<file path="config.mk">
export PLATFORM = sky130hd
export DESIGN_NAME = seg7_scan_ctrl
export DESIGN_NICKNAME = d
export VERILOG_FILES = /design/src/rtl/seg7_scan_ctrl.sv
export SDC_FILE = /design/constraint.sdc
export NUM_CORES = 1
export LEC_CHECK = 0
export ABC_AREA = 1
export CAP_MARGIN = 20
export CORE_ASPECT_RATIO = 0.7
export CORE_MARGIN = 2
export CORE_UTILIZATION = 49
export CTS_BUF_LIST = sky130_fd_sc_hd__clkbuf_4 sky130_fd_sc_hd__clkbuf_8
export DETAILED_ROUTE_END_ITERATION = 7
export PLACE_DENSITY = 0.7
export SLEW_MARGIN = 10
export SYNTH_ARGS = -nofsm -noshare
export SYNTH_HDL_FRONTEND = slang
export SYNTH_SLANG_ARGS = --single-unit
</file>
<file path="constraint.sdc">
create_clock -name clk -period 4 [get_ports clk]
set_input_delay 0.8 -clock clk [delete_from_list [all_inputs] [get_ports clk]]
set_output_delay 0.8 -clock clk [all_outputs]
set_load 0.02 [all_outputs]
</file>
<file path="src/rtl/seg7_scan_ctrl.sv">
// seg7_scan_ctrl: multiplexed 7-segment scanner with guard gaps, frame-synchronous value update and leading-zero blanking
module seg7_scan_ctrl #(
   parameter int NDIG  = 4,
   parameter int DIV   = 50000,
   parameter int GUARD = 1
) (
   input  logic              clk,
   input  logic              rst,
   input  logic [4*NDIG-1:0] data,
   input  logic              load,
   input  logic              blank_lz,
   output logic              pend,
   output logic [6:0]        hex,
   output logic [NDIG-1:0]   dig
);
   localparam int MAXC = DIV > GUARD ? DIV : GUARD;
   localparam int CW   = $clog2(MAXC + 1);
   localparam int IW   = NDIG > 1 ? $clog2(NDIG) : 1;
   typedef enum logic {S_DRIVE, S_GUARD} state_t;
   state_t            state, nstate;
   logic [CW-1:0]     cnt, ncnt;
   logic [IW-1:0]     idx, nidx;
   logic [4*NDIG-1:0] shadow, nshadow, pending;
   logic              last, wrap, blank;
   logic [3:0]        nnib;
   logic [6:0]        nhex;
   logic [NDIG-1:0]   ndig;
   function automatic logic [6:0] decode(input logic [3:0] v);
      case (v)
         4'h0: decode = 7'b1000000;
         4'h1: decode = 7'b1111001;
         4'h2: decode = 7'b0100100;
         4'h3: decode = 7'b0110000;
         4'h4: decode = 7'b0011001;
         4'h5: decode = 7'b0010010;
         4'h6: decode = 7'b0000010;
         4'h7: decode = 7'b1011000;
         4'h8: decode = 7'b0000000;
         4'h9: decode = 7'b0010000;
         4'hA: decode = 7'b0001000;
         4'hB: decode = 7'b0000011;
         4'hC: decode = 7'b1000110;
         4'hD: decode = 7'b0100001;
         4'hE: decode = 7'b0000110;
         default: decode = 7'b0001110;
      endcase
   endfunction
   // next slot position, frame-boundary shadow swap, and the outputs that position will show
   always_comb begin
      last    = state == S_DRIVE ? cnt == CW'(DIV - 1) : cnt == CW'(GUARD - 1);
      nstate  = last ? (state == S_DRIVE ? S_GUARD : S_DRIVE) : state;
      ncnt    = last ? '0 : cnt + 1'b1;
      wrap    = last && state == S_GUARD && idx == IW'(NDIG - 1);
      nidx    = last && state == S_GUARD ? (wrap ? '0 : idx + 1'b1) : idx;
      nshadow = wrap && pend ? pending : shadow;
      nnib    = nshadow[4*nidx +: 4];
      blank   = blank_lz && nidx != '0 && (nshadow >> {nidx, 2'b00}) == '0;
      nhex    = nstate == S_DRIVE && !blank ? decode(nnib) : '1;
      ndig    = nstate == S_DRIVE ? ~(NDIG'(1) << nidx) : '1;
   end
   // state, pending/shadow storage and registered display outputs
   always_ff @(posedge clk) begin
      if (rst) begin
         state   <= S_DRIVE;
         cnt     <= '0;
         idx     <= '0;
         shadow  <= '0;
         pending <= '0;
         pend    <= 1'b0;
         hex     <= '1;
         dig     <= '1;
      end else begin
         state   <= nstate;
         cnt     <= ncnt;
         idx     <= nidx;
         shadow  <= nshadow;
         pending <= load ? data : pending;
         pend    <= load | (pend & ~wrap);
         hex     <= nhex;
         dig     <= ndig;
      end
   end
endmodule

</file>
==> impl_results.md, run 1 <==
- Net load switching power: 392.6 uW
- Nets: 509
- Core box area: 0.006216 mm^2
- Routed Antenna Nets: 0
- Crit-path max cell delay: 370 ps
- CTS tree: yes
- Int Pwr: 1.071 mW
- Largest net degree at the start of global routing: 28
- PD cells: 394.4 mW/mm^2
- Syn Nets: 476
- Seq/Total Area, Yosys: 0.3995
- Vias/cell: 4.858
- All-Layer GR Usage: 0.1989
- Slew HR: 0.5789
- Most frequent cells in the layout: 110 x nand2_1, 63 x dfxtp_1, 55 x inv_1
- CTS Buf Count: 9
- Comb pwr share: 0.139
- First-pass GRT wire length: approximately 11000 um
- Worst VDD drop: 0.1878 mV
- Clock sinks: 63
- CP Launch Type: register
- Final hold vios: 0
- Most used cell along the critical path: nand2_1
- Post-synth top flop: dfxtp_1
- ANT cells: 0
- CTS Hold Buffers Added: 0
- # resized after CTS: 0
- Initial antenna violation count: 0
- Fillers: just under 600
- Final HPWL DP: about 4700 um
- Die width: 99.94 um
- Dpl cells: approximately 550
- Status: finished, final reports clean
- Worst-path cell chain: ha_1 -> nand2_1 -> nor2_2 -> a31oi_1 -> nor2_1 -> ha_1 -> buf_4 -> nor2_1 -> a21oi_4 -> nand2_1 -> nand3_1 -> inv_1 -> nor2_1 -> ha_1 -> nand2_1 -> inv_1 -> nand2_1 -> inv_1 -> nand3_1 -> nor2_1 -> nand3_2 -> nand2_1 -> inv_2 -> nand2_1
- Number of synthesized flops with an enable pin: 0
- Commonest non-fill, non-tap cell in the layout: nand2_1
- Layout cells sized above 1: 0.1134
- Clock skew: 11.85 ps
- Gpl congestion: about 0.92
- Hold WC Path Type: reg2reg
- Die height: between 70 and 80 um
- Clock buffer depth: 2
- Worst setup path class: reg2reg
- Leakage: ~1.7 nW
- Setup TNS: 0 ps
- Switching part of the total power: 0.2683
- Final period util: 0.8608
- Initial Util: 0.5079
- Die footprint: 0.007111 mm^2
- Synth Cell Area: 0.003157 mm^2
- Setup bufs post-CTS: 0
- Tmin final: 3443 ps
- Remaining DRCs: 0
- Maxcap violations: 0
- Synth unique cells: 34
- Number of buffers added on ports: 31
- Layout Utilization: 0.5968
- CP Max Fanout: 15
- Vias in the first global route: roughly 2400
- CP Capture Type: register
- Slowest-stage cell, CP: dfxtp_1
- # rows: 24
- Synthesized area per cell: slightly above 7 um^2
- Root Buffer: clkbuf_8
- Fmax: 290.4 MHz
- Seq pwr share: 0.475
- H-tree depth: 3
- Clock power frac: 0.386
- Worst-path clk slew: 70 ps
- Post-Layout Cell Count: roughly 560
- Worst slew pin tran: 627.5 ps
- CP arrival: 3720 ps
- Via count: 2735
- Asr flop ratio synth: 0
- Drt first pass iters: 4
- Final WL: 6541 um
- Io pins: 32
- Clock Latency Late Sink: 340 ps
- Drt initial violations: 119
- Avg WL per Cell: 11.62 um
- Layout area overhead: 17.52%
- RSZ-0062 raised after global routing: no
- #FFs+latches synth: 63
- Synthesis Warnings: 0
- Post-synthesis instance total: approximately 450
- Final Slew Violations: 0
- CP required: 4280 ps
- Grt total ovfl: 0
- Final setup viols: 0
[worst max-delay path, delay by kind of cell (launching register included)]
| kind | cells | cell delay [ps] |
|---|---|---|
| flops | 1 | 370 |
| compound gates | 2 | 390 |
| buf+inv | 5 | 450 |
| simple gates | 14 | 1520 |
| fa+ha+maj | 3 | 630 |
[sequential cells by signal (all words and copies together), names as in the netlist]
signal	count
cnt	16
pending	16
shadow	16
hex	7
dig	4
idx	2
pend	1
state	1
[Yosys cell counts (6+ instances only)]
master / n / share of area
inv_1: 55 / 0.065
nor2_1: 52 / 0.062
a21oi_1: 21 / 0.033
nand2_2: 11 / 0.022
o21ai_0: 22 / 0.035
nand3_1: 29 / 0.046
nand2_1: 110 / 0.13
inv_2: 6 / 0.0071
nand4_1: 13 / 0.026
ha_1: 9 / 0.036
nor3_1: 11 / 0.017
dfxtp_1: 63 / 0.40
[power by group through the flow]
| stage | Sequential [mW] | Combinational, mW | Clock (mW) |
|---|---|---|---|
| finish | 0.694 | 0.204 | 0.565 |
| global route | 0.700 | 0.224 | 0.610 |
| CTS | 0.694 | 0.203 | 0.579 |
| detailed placement | 0.708 | 0.202 | 0 |
| global placement | 0.707 | 0.200 | 0 |
| floorplan | 0.734 | 0.0903 | 0 |
[layer usage]
metal / GRT usage / part of all wire / up-vias
li1: - / - / 1480
met5: 0 / 0 / -
met3: 0.05929 / 0.060 / 4
met1: 0.2966 / 0.54 / 1186
met4: 0.07763 / 0.0055 / 0
met2: 0.2665 / 0.39 / 65
[per-stage QoR]
stage / setup slack [ps] / hold slack, ps / total power, mW / instance area [um^2]
after CTS: 620.9 / 469.4 / 1.476 / 3702
after global routing: 117.9 / 491.9 / 1.535 / 3710
after global placement: 786.6 / 446.0 / 0.9071 / 3496
after detailed placement: 639.3 / 454.9 / 0.9102 / 3496
final: 556.9 / 466.0 / 1.463 / 3710
after floorplan: 1129 / 424.2 / 0.8242 / 3157
[final timing paths]
check | endpoint | from | depth (start not counted) | slack, ps
hold reg to reg | cnt[0]$_SDFF_PP0_ | cnt[0]$_SDFF_PP0_ | 1 | 470
hold / removal | cnt[0]$_SDFF_PP0_ | cnt[0]$_SDFF_PP0_ | 1 | 470
setup reg to reg | hex[6]$_SDFF_PP1_ | cnt[0]$_SDFF_PP0_ | 24 | 560
setup / recovery | hex[6]$_SDFF_PP1_ | cnt[0]$_SDFF_PP0_ | 24 | 560
[cells by family (layout without fill, tap and decap cells)]
kind of cell	Yosys count	count (layout)	synth area share
XOR/XNOR	6	6	0.01665
adder cells (fa/ha/maj)	9	9	0.03567
buffers and inverters	75	113	0.1023
AND/OR/NAND/NOR	245	245	0.3627
flip-flops	63	63	0.3995
AO/OA/AOI/OAI	49	49	0.08324
[area by class of cell]
cell class	instances	area [um^2]	share of cell area
Sequential cell	63	1261	0.3400
Timing Repair Buffer	34	332.8	0.08971
Multi-Input combinational cell	309	1573	0.4239
Clock buffer	10	137.6	0.03710
Clock inverter	6	68.82	0.01855
Tap cell	78	97.59	0.02631
Inverter	63	239.0	0.06442
No activity file was read; power rests on OpenSTA's default activity.
==> run 2: changes to the inputs <==
- CORE_MARGIN: 2 -> 1
- GPL_TIMING_DRIVEN: default -> 0
- SLEW_MARGIN: 10 -> 5
==> impl_results.md, run 2 (same netlist as run 1, synthesis figures left out) <==
- Switching part of the total power: 0.2614
- Net load switching power: 385.5 uW
- Worst setup path class: reg2reg
- CP required: 4290 ps
- Failing checks: design-rule violations
- RSZ-0062 raised after global routing: no
- Nets: 518
- Grt total ovfl: 0
- Via count: 2887
- Vias in the first global route: 2458
- Drt first pass iters: 7
- Clock skew: 9.094 ps
- Clock buffer depth: 2
- Final Slew Violations: 0
- Io pins: 32
- Worst path bufs/invs: 6
- Layout cells sized above 1: 0.1176
- CP Launch Type: register
- Most used cell along the critical path: nand2_1
- Slowest-stage cell, CP: dfxtp_1
- CTS tree: yes
- Leakage: 1.722 nW
- First-pass GRT wire length: 11580 um
- Clock Latency Late Sink: between 300 and 400 ps
- Core box area: 0.006216 mm^2
- Worst hold path endpoint: pending[2]$_SDFFE_PP0P_
- Final setup viols: 0
- Root Buffer: clkbuf_8
- Setup bufs post-CTS: 0
- Slew HR: 0.5883
- Startpoint of the worst hold path: pending[2]$_SDFFE_PP0P_
- H-tree depth: 3
- Worst R2R Setup Slack: 480 ps
- Hold path cells: 2
- Post-Layout Cell Count: 571
- # rows: 24
- Regs by FF count: cnt (16), pending (16), shadow (16)
- Area occupied by multi-input gates: 0.001573 mm^2
- Largest net degree at the start of global routing: 11
- Comb pwr share: 0.144
- Die width: 97.94 um
- ANT cells: 0
- Final period util: 0.8797
- Dpl cells: 556
- CP startpoint: cnt[0]$_SDFF_PP0_
- PD cells: 391.5 mW/mm^2
- CP Capture Type: register
- Int Pwr: 1.089 mW
- Design Power: 1.475 mW
- CP Max Fanout: 10
- Drt initial violations: 142
- Top Family by Delay on Critical Path: simple AND/OR/NAND/NOR gates
- RR Endpoint: hex[6]$_SDFF_PP1_
- Routed Antenna Nets: 0
- R2r startpoint: cnt[0]$_SDFF_PP0_
- Commonest non-fill, non-tap cell in the layout: nand2_1
- Vias/cell: between 5 and 6
- Clock power frac: 0.386
- Avg WL per Cell: 12.11 um
- Hold WC Path Type: reg2reg
- Maxcap violations: 0
- Storage element area: 0.001261 mm^2
- Layout area overhead: 19.30%
- Slack of the critical path: about 480 ps
- Crit-path max cell delay: 370 ps
- Pre-CTS setup slack: ~600 ps
- Die footprint: between 0.006 and 0.007 mm^2
- Initial antenna violation count: 0
- Final HPWL DP: 5168 um
- CTS Buf Count: 9
- # resized after CTS: 0
- Gpl congestion: 0.8525
- Setup TNS: 0 ps
- Final WL: 6913 um
- Remaining DRCs: 2
- CTS Hold Buffers Added: 0
- Number of buffers added on ports: 31
- Tmin final: 3519 ps
- Worst-path clk slew: 70 ps
- Initial Util: 0.5079
- Seq pwr share: 0.470
- CP arrival: 3810 ps
- All-Layer GR Usage: 0.2191
- Die height: 69.16 um
- Status: finished with violations
- Clock sinks: 63
- Reg2reg path depth: 25
- Most frequent cells in the layout: 110 x nand2_1, 63 x dfxtp_1, 55 x inv_1
- Final hold vios: 0
- Fmax: 284.2 MHz
- Worst VDD drop: 0.1836 mV
- Worst slew pin tran: 613.4 ps
- Fillers: 597
[run 2: cell types whose count changed in the layout (fill, tap and decap cells not counted), sizes merged]
| cell | previous run | this run |
|---|---|---|
| clkbuf | 10 | 16 |
| buf | 3 | 8 |
| inv | 63 | 62 |
| clkinv | 4 | 2 |
[run 2: power groups by stage]
| stage | registers (mW) | clock network, mW | logic (mW) |
|---|---|---|---|
| after detailed placement | 0.707 | 0 | 0.210 |
| after global placement | 0.705 | 0 | 0.207 |
| after floorplan | 0.734 | 0 | 0.0903 |
| final | 0.693 | 0.570 | 0.212 |
| after global routing | 0.698 | 0.611 | 0.231 |
| after CTS | 0.693 | 0.583 | 0.212 |
[run 2: worst reg2reg max path, stage by stage (launching register included)]
cell and delay [ps]:
dfxtp_1 370, ha_1 180, nand2_1 80, nor2_2 210, a31oi_1 150, nor2_1 160
ha_1 190, buf_6 150, buf_6 160, nand4_1 180, nand2_1 150, nand2_1 80
nand3_1 120, inv_1 50, nor2_1 250, ha_1 280, nand2_1 60, inv_1 50
nand2_1 40, inv_1 50, nand3_1 70, nor2_1 110, nand3_2 110, nand2_1 80
inv_2 60, nand2_1 70
[run 2: metal layers]
metal / global-route usage / wire length (um)
met3: 0.07099 / 428
met2: 0.2809 / 2683
met4: 0.06566 / 78
met5: 0 / 0
met1: 0.3382 / 3723
[run 2: layout make-up]
type                    instances  area share
multi-input cells             309      0.4176
flip-flops and latches         63      0.3349
repair buffers                 31     0.08239
inverters                      63     0.06346
clock buffers                  12     0.04219
well taps                      78     0.02591
plain buffers                  12     0.02226
clock inverters                 3     0.01130
[run 2: worst max-delay path by stage]
stage | end | slack, ps | cells after the start
after global placement | hex[6]$_SDFF_PP1_ | 720 | 25
after floorplan | hex[3]$_SDFF_PP1_ | 1130 | 26
after detailed placement | hex[6]$_SDFF_PP1_ | 620 | 25
after global routing | hex[6]$_SDFF_PP1_ | 120 | 25
after CTS | hex[6]$_SDFF_PP1_ | 530 | 25
final | hex[6]$_SDFF_PP1_ | 480 | 25
[run 2: through the flow]
stage / instance area [um^2] / hold WS, ps / util
final: 3766 / 463.0 / 0.6059
after global routing: 3766 / 483.2 / 0.6059
after CTS: 3766 / 461.3 / 0.6059
after detailed placement: 3565 / 451.6 / 0.5735
after global placement: 3565 / 442.9 / 0.5735
after floorplan: 3157 / 424.2 / -
==> run 3: changes to the inputs <==
- REMOVE_ABC_BUFFERS: default -> 1
- clock period: 4 -> 3.7 ns (I/O delays scaled with it)
==> impl_results.md, run 3 (same netlist as run 1, synthesis figures left out) <==
- Slew HR: 0.4249
- Met3 wire len: 388 um
- Final period util: 0.9233
- CTS Buf Count: 9
- Clock skew: 5.922 ps
- Layout area overhead: 21.20%
- Comb pwr share: 0.134
- Drt initial violations: 160
- Layout cells sized above 1: 0.1303
- Final WL: 7152 um
- Int Pwr: 1.302 mW
- Die footprint: 0.006773 mm^2
- Hold WC Path Type: reg2reg
- Gpl congestion: 0.8687
- Status: finished with violations
- Final Slew Violations: 0
- Final hold vios: 0
- Leakage: 1.735 nW
- Number of buffers added on ports: 31
- Die height: around 69 um
- Worst setup path class: reg2reg
- # rows: 24
- First-pass GRT wire length: 11700 um
- CP Launch Type: register
- Setup TNS: 0 ps
- Clock Latency Late Sink: 340 ps
- Top Layer Used: met4
- Met2 Wirelength: 3032 um
- Tmin final: 3416 ps
- CP Capture Type: register
- Final hold slack: 463.7 ps
- WL met1: 3623 um
- Worst VDD drop: roughly 0.26 mV
- Routed Antenna Nets: 0
- CP Max Fanout: 8
- Vias/cell: 5.039
- Clock sinks: 63
- Maxcap violations: 0
- CTS tree: yes
- Die width: 97.94 um
- Switching part of the total power: 0.2473
- Io pins: 32
- Clock power frac: 0.430
- Fmax: just under 300 MHz
- Avg WL per Cell: 12.57 um
- Vias in the first global route: 2635
- Clock buffer depth: 2
- PD cells: 452.2 mW/mm^2
- Initial Util: 0.5079
- Slack of the critical path: 283.8 ps
- Commonest non-fill, non-tap cell in the layout: nand2_1
- CP arrival: 3710 ps
- Pre-CTS setup slack: -493.2 ps
- Largest net degree at the start of global routing: 28
- Net load switching power: 427.8 uW
- Layout Utilization: 0.6155
- Most frequent cells in the layout: 110 x nand2_1, 63 x dfxtp_1, 55 x inv_1
- Root Buffer: clkbuf_8
- Regs by FF count: cnt (16), pending (16), shadow (16)
- CTS Hold Buffers Added: 0
- Initial antenna violation count: 0
- Grt total ovfl: 0
- Failing checks: design-rule violations
- Fillers: a little under 600
- CP required: ~4000 ps
- Drt first pass iters: 6
- All-Layer GR Usage: 0.2198
- H-tree depth: 3
- Remaining DRCs: 1
- Worst slew pin tran: 860.0 ps
- Via count: 2867
- Worst-path clk slew: 70 ps
- ANT cells: 0
- Final HPWL DP: between 4000 and 5000 um
- Final setup viols: 0
- Nets: between 500 and 600
- Seq pwr share: 0.436
- Core box area: between 0.006 and 0.007 mm^2
## run 3: final cells by class
cell class,instances,area [um^2],area share
multi-input cells,310,1608,0.4202
flip-flops and latches,63,1261,0.3296
repair buffers,39,370.4,0.09680
inverters,63,239.0,0.06246
clock buffers,11,145.1,0.03793
clock inverters,5,105.1,0.02747
well taps,78,97.59,0.02551
## run 3: worst paths after layout
path              cells past startpoint                 endpoint  slack (ps)                    start
setup / recovery                     24        hex[3]$_SDFF_PP1_         280        cnt[0]$_SDFF_PP0_
hold / removal                        2  pending[9]$_SDFFE_PP0P_         460  pending[9]$_SDFFE_PP0P_
setup reg to reg                     24        hex[3]$_SDFF_PP1_         280        cnt[0]$_SDFF_PP0_
hold reg to reg                       2  pending[9]$_SDFFE_PP0P_         460  pending[9]$_SDFFE_PP0P_
## run 3: critical path, stage by stage, from the launching register on
cell and delay [ps]:
dfxtp_1 380, ha_1 190, nand2_1 80, nor2_2 190, a31oi_1 140, nor2_1 240, ha_4 260, clkbuf_4 210
nand2_2 80, nand2_4 110, inv_2 100, nand3_1 120, inv_1 60, nor2_2 180, ha_2 270, nand2_1 70
inv_1 50, nand2_1 50, inv_1 50, nand3_1 70, nor2_1 120, nand3_2 120, nand2_1 90, inv_2 70
nand2_1 60
## run 3: repair_timing
action,4_1_cts,5_1_grt
resized for setup,3,2
buffers inserted,0,7
pin swaps,0,1
hold endpoints to repair,0,0
setup endpoints to repair,7,7
cloned,0,1
## run 3: metal layers
layer,global-route usage,vias up
met3,0.06897,10
li1,-,1490
met4,0.08081,0
met5,0,-
met1,0.2886,1290
met2,0.3388,77
## run 3: metrics by stage
step	area [um^2]	power (mW)	cells
floorplan	3073	0.8839	435
global placement	3481	0.9858	544
detailed placement	3481	0.9902	544
CTS	3751	1.749	560
global route	3826	1.801	569
finish	3826	1.730	569
## run 3: power groups by stage
| stage | combinational (mW) | sequential, mW | clock [mW] |
|---|---|---|---|
| final | 0.232 | 0.754 | 0.744 |
| after floorplan | 0.0891 | 0.795 | 0 |
| after CTS | 0.229 | 0.754 | 0.766 |
| after detailed placement | 0.223 | 0.767 | 0 |
| after global routing | 0.256 | 0.759 | 0.785 |
| after global placement | 0.219 | 0.767 | 0 |
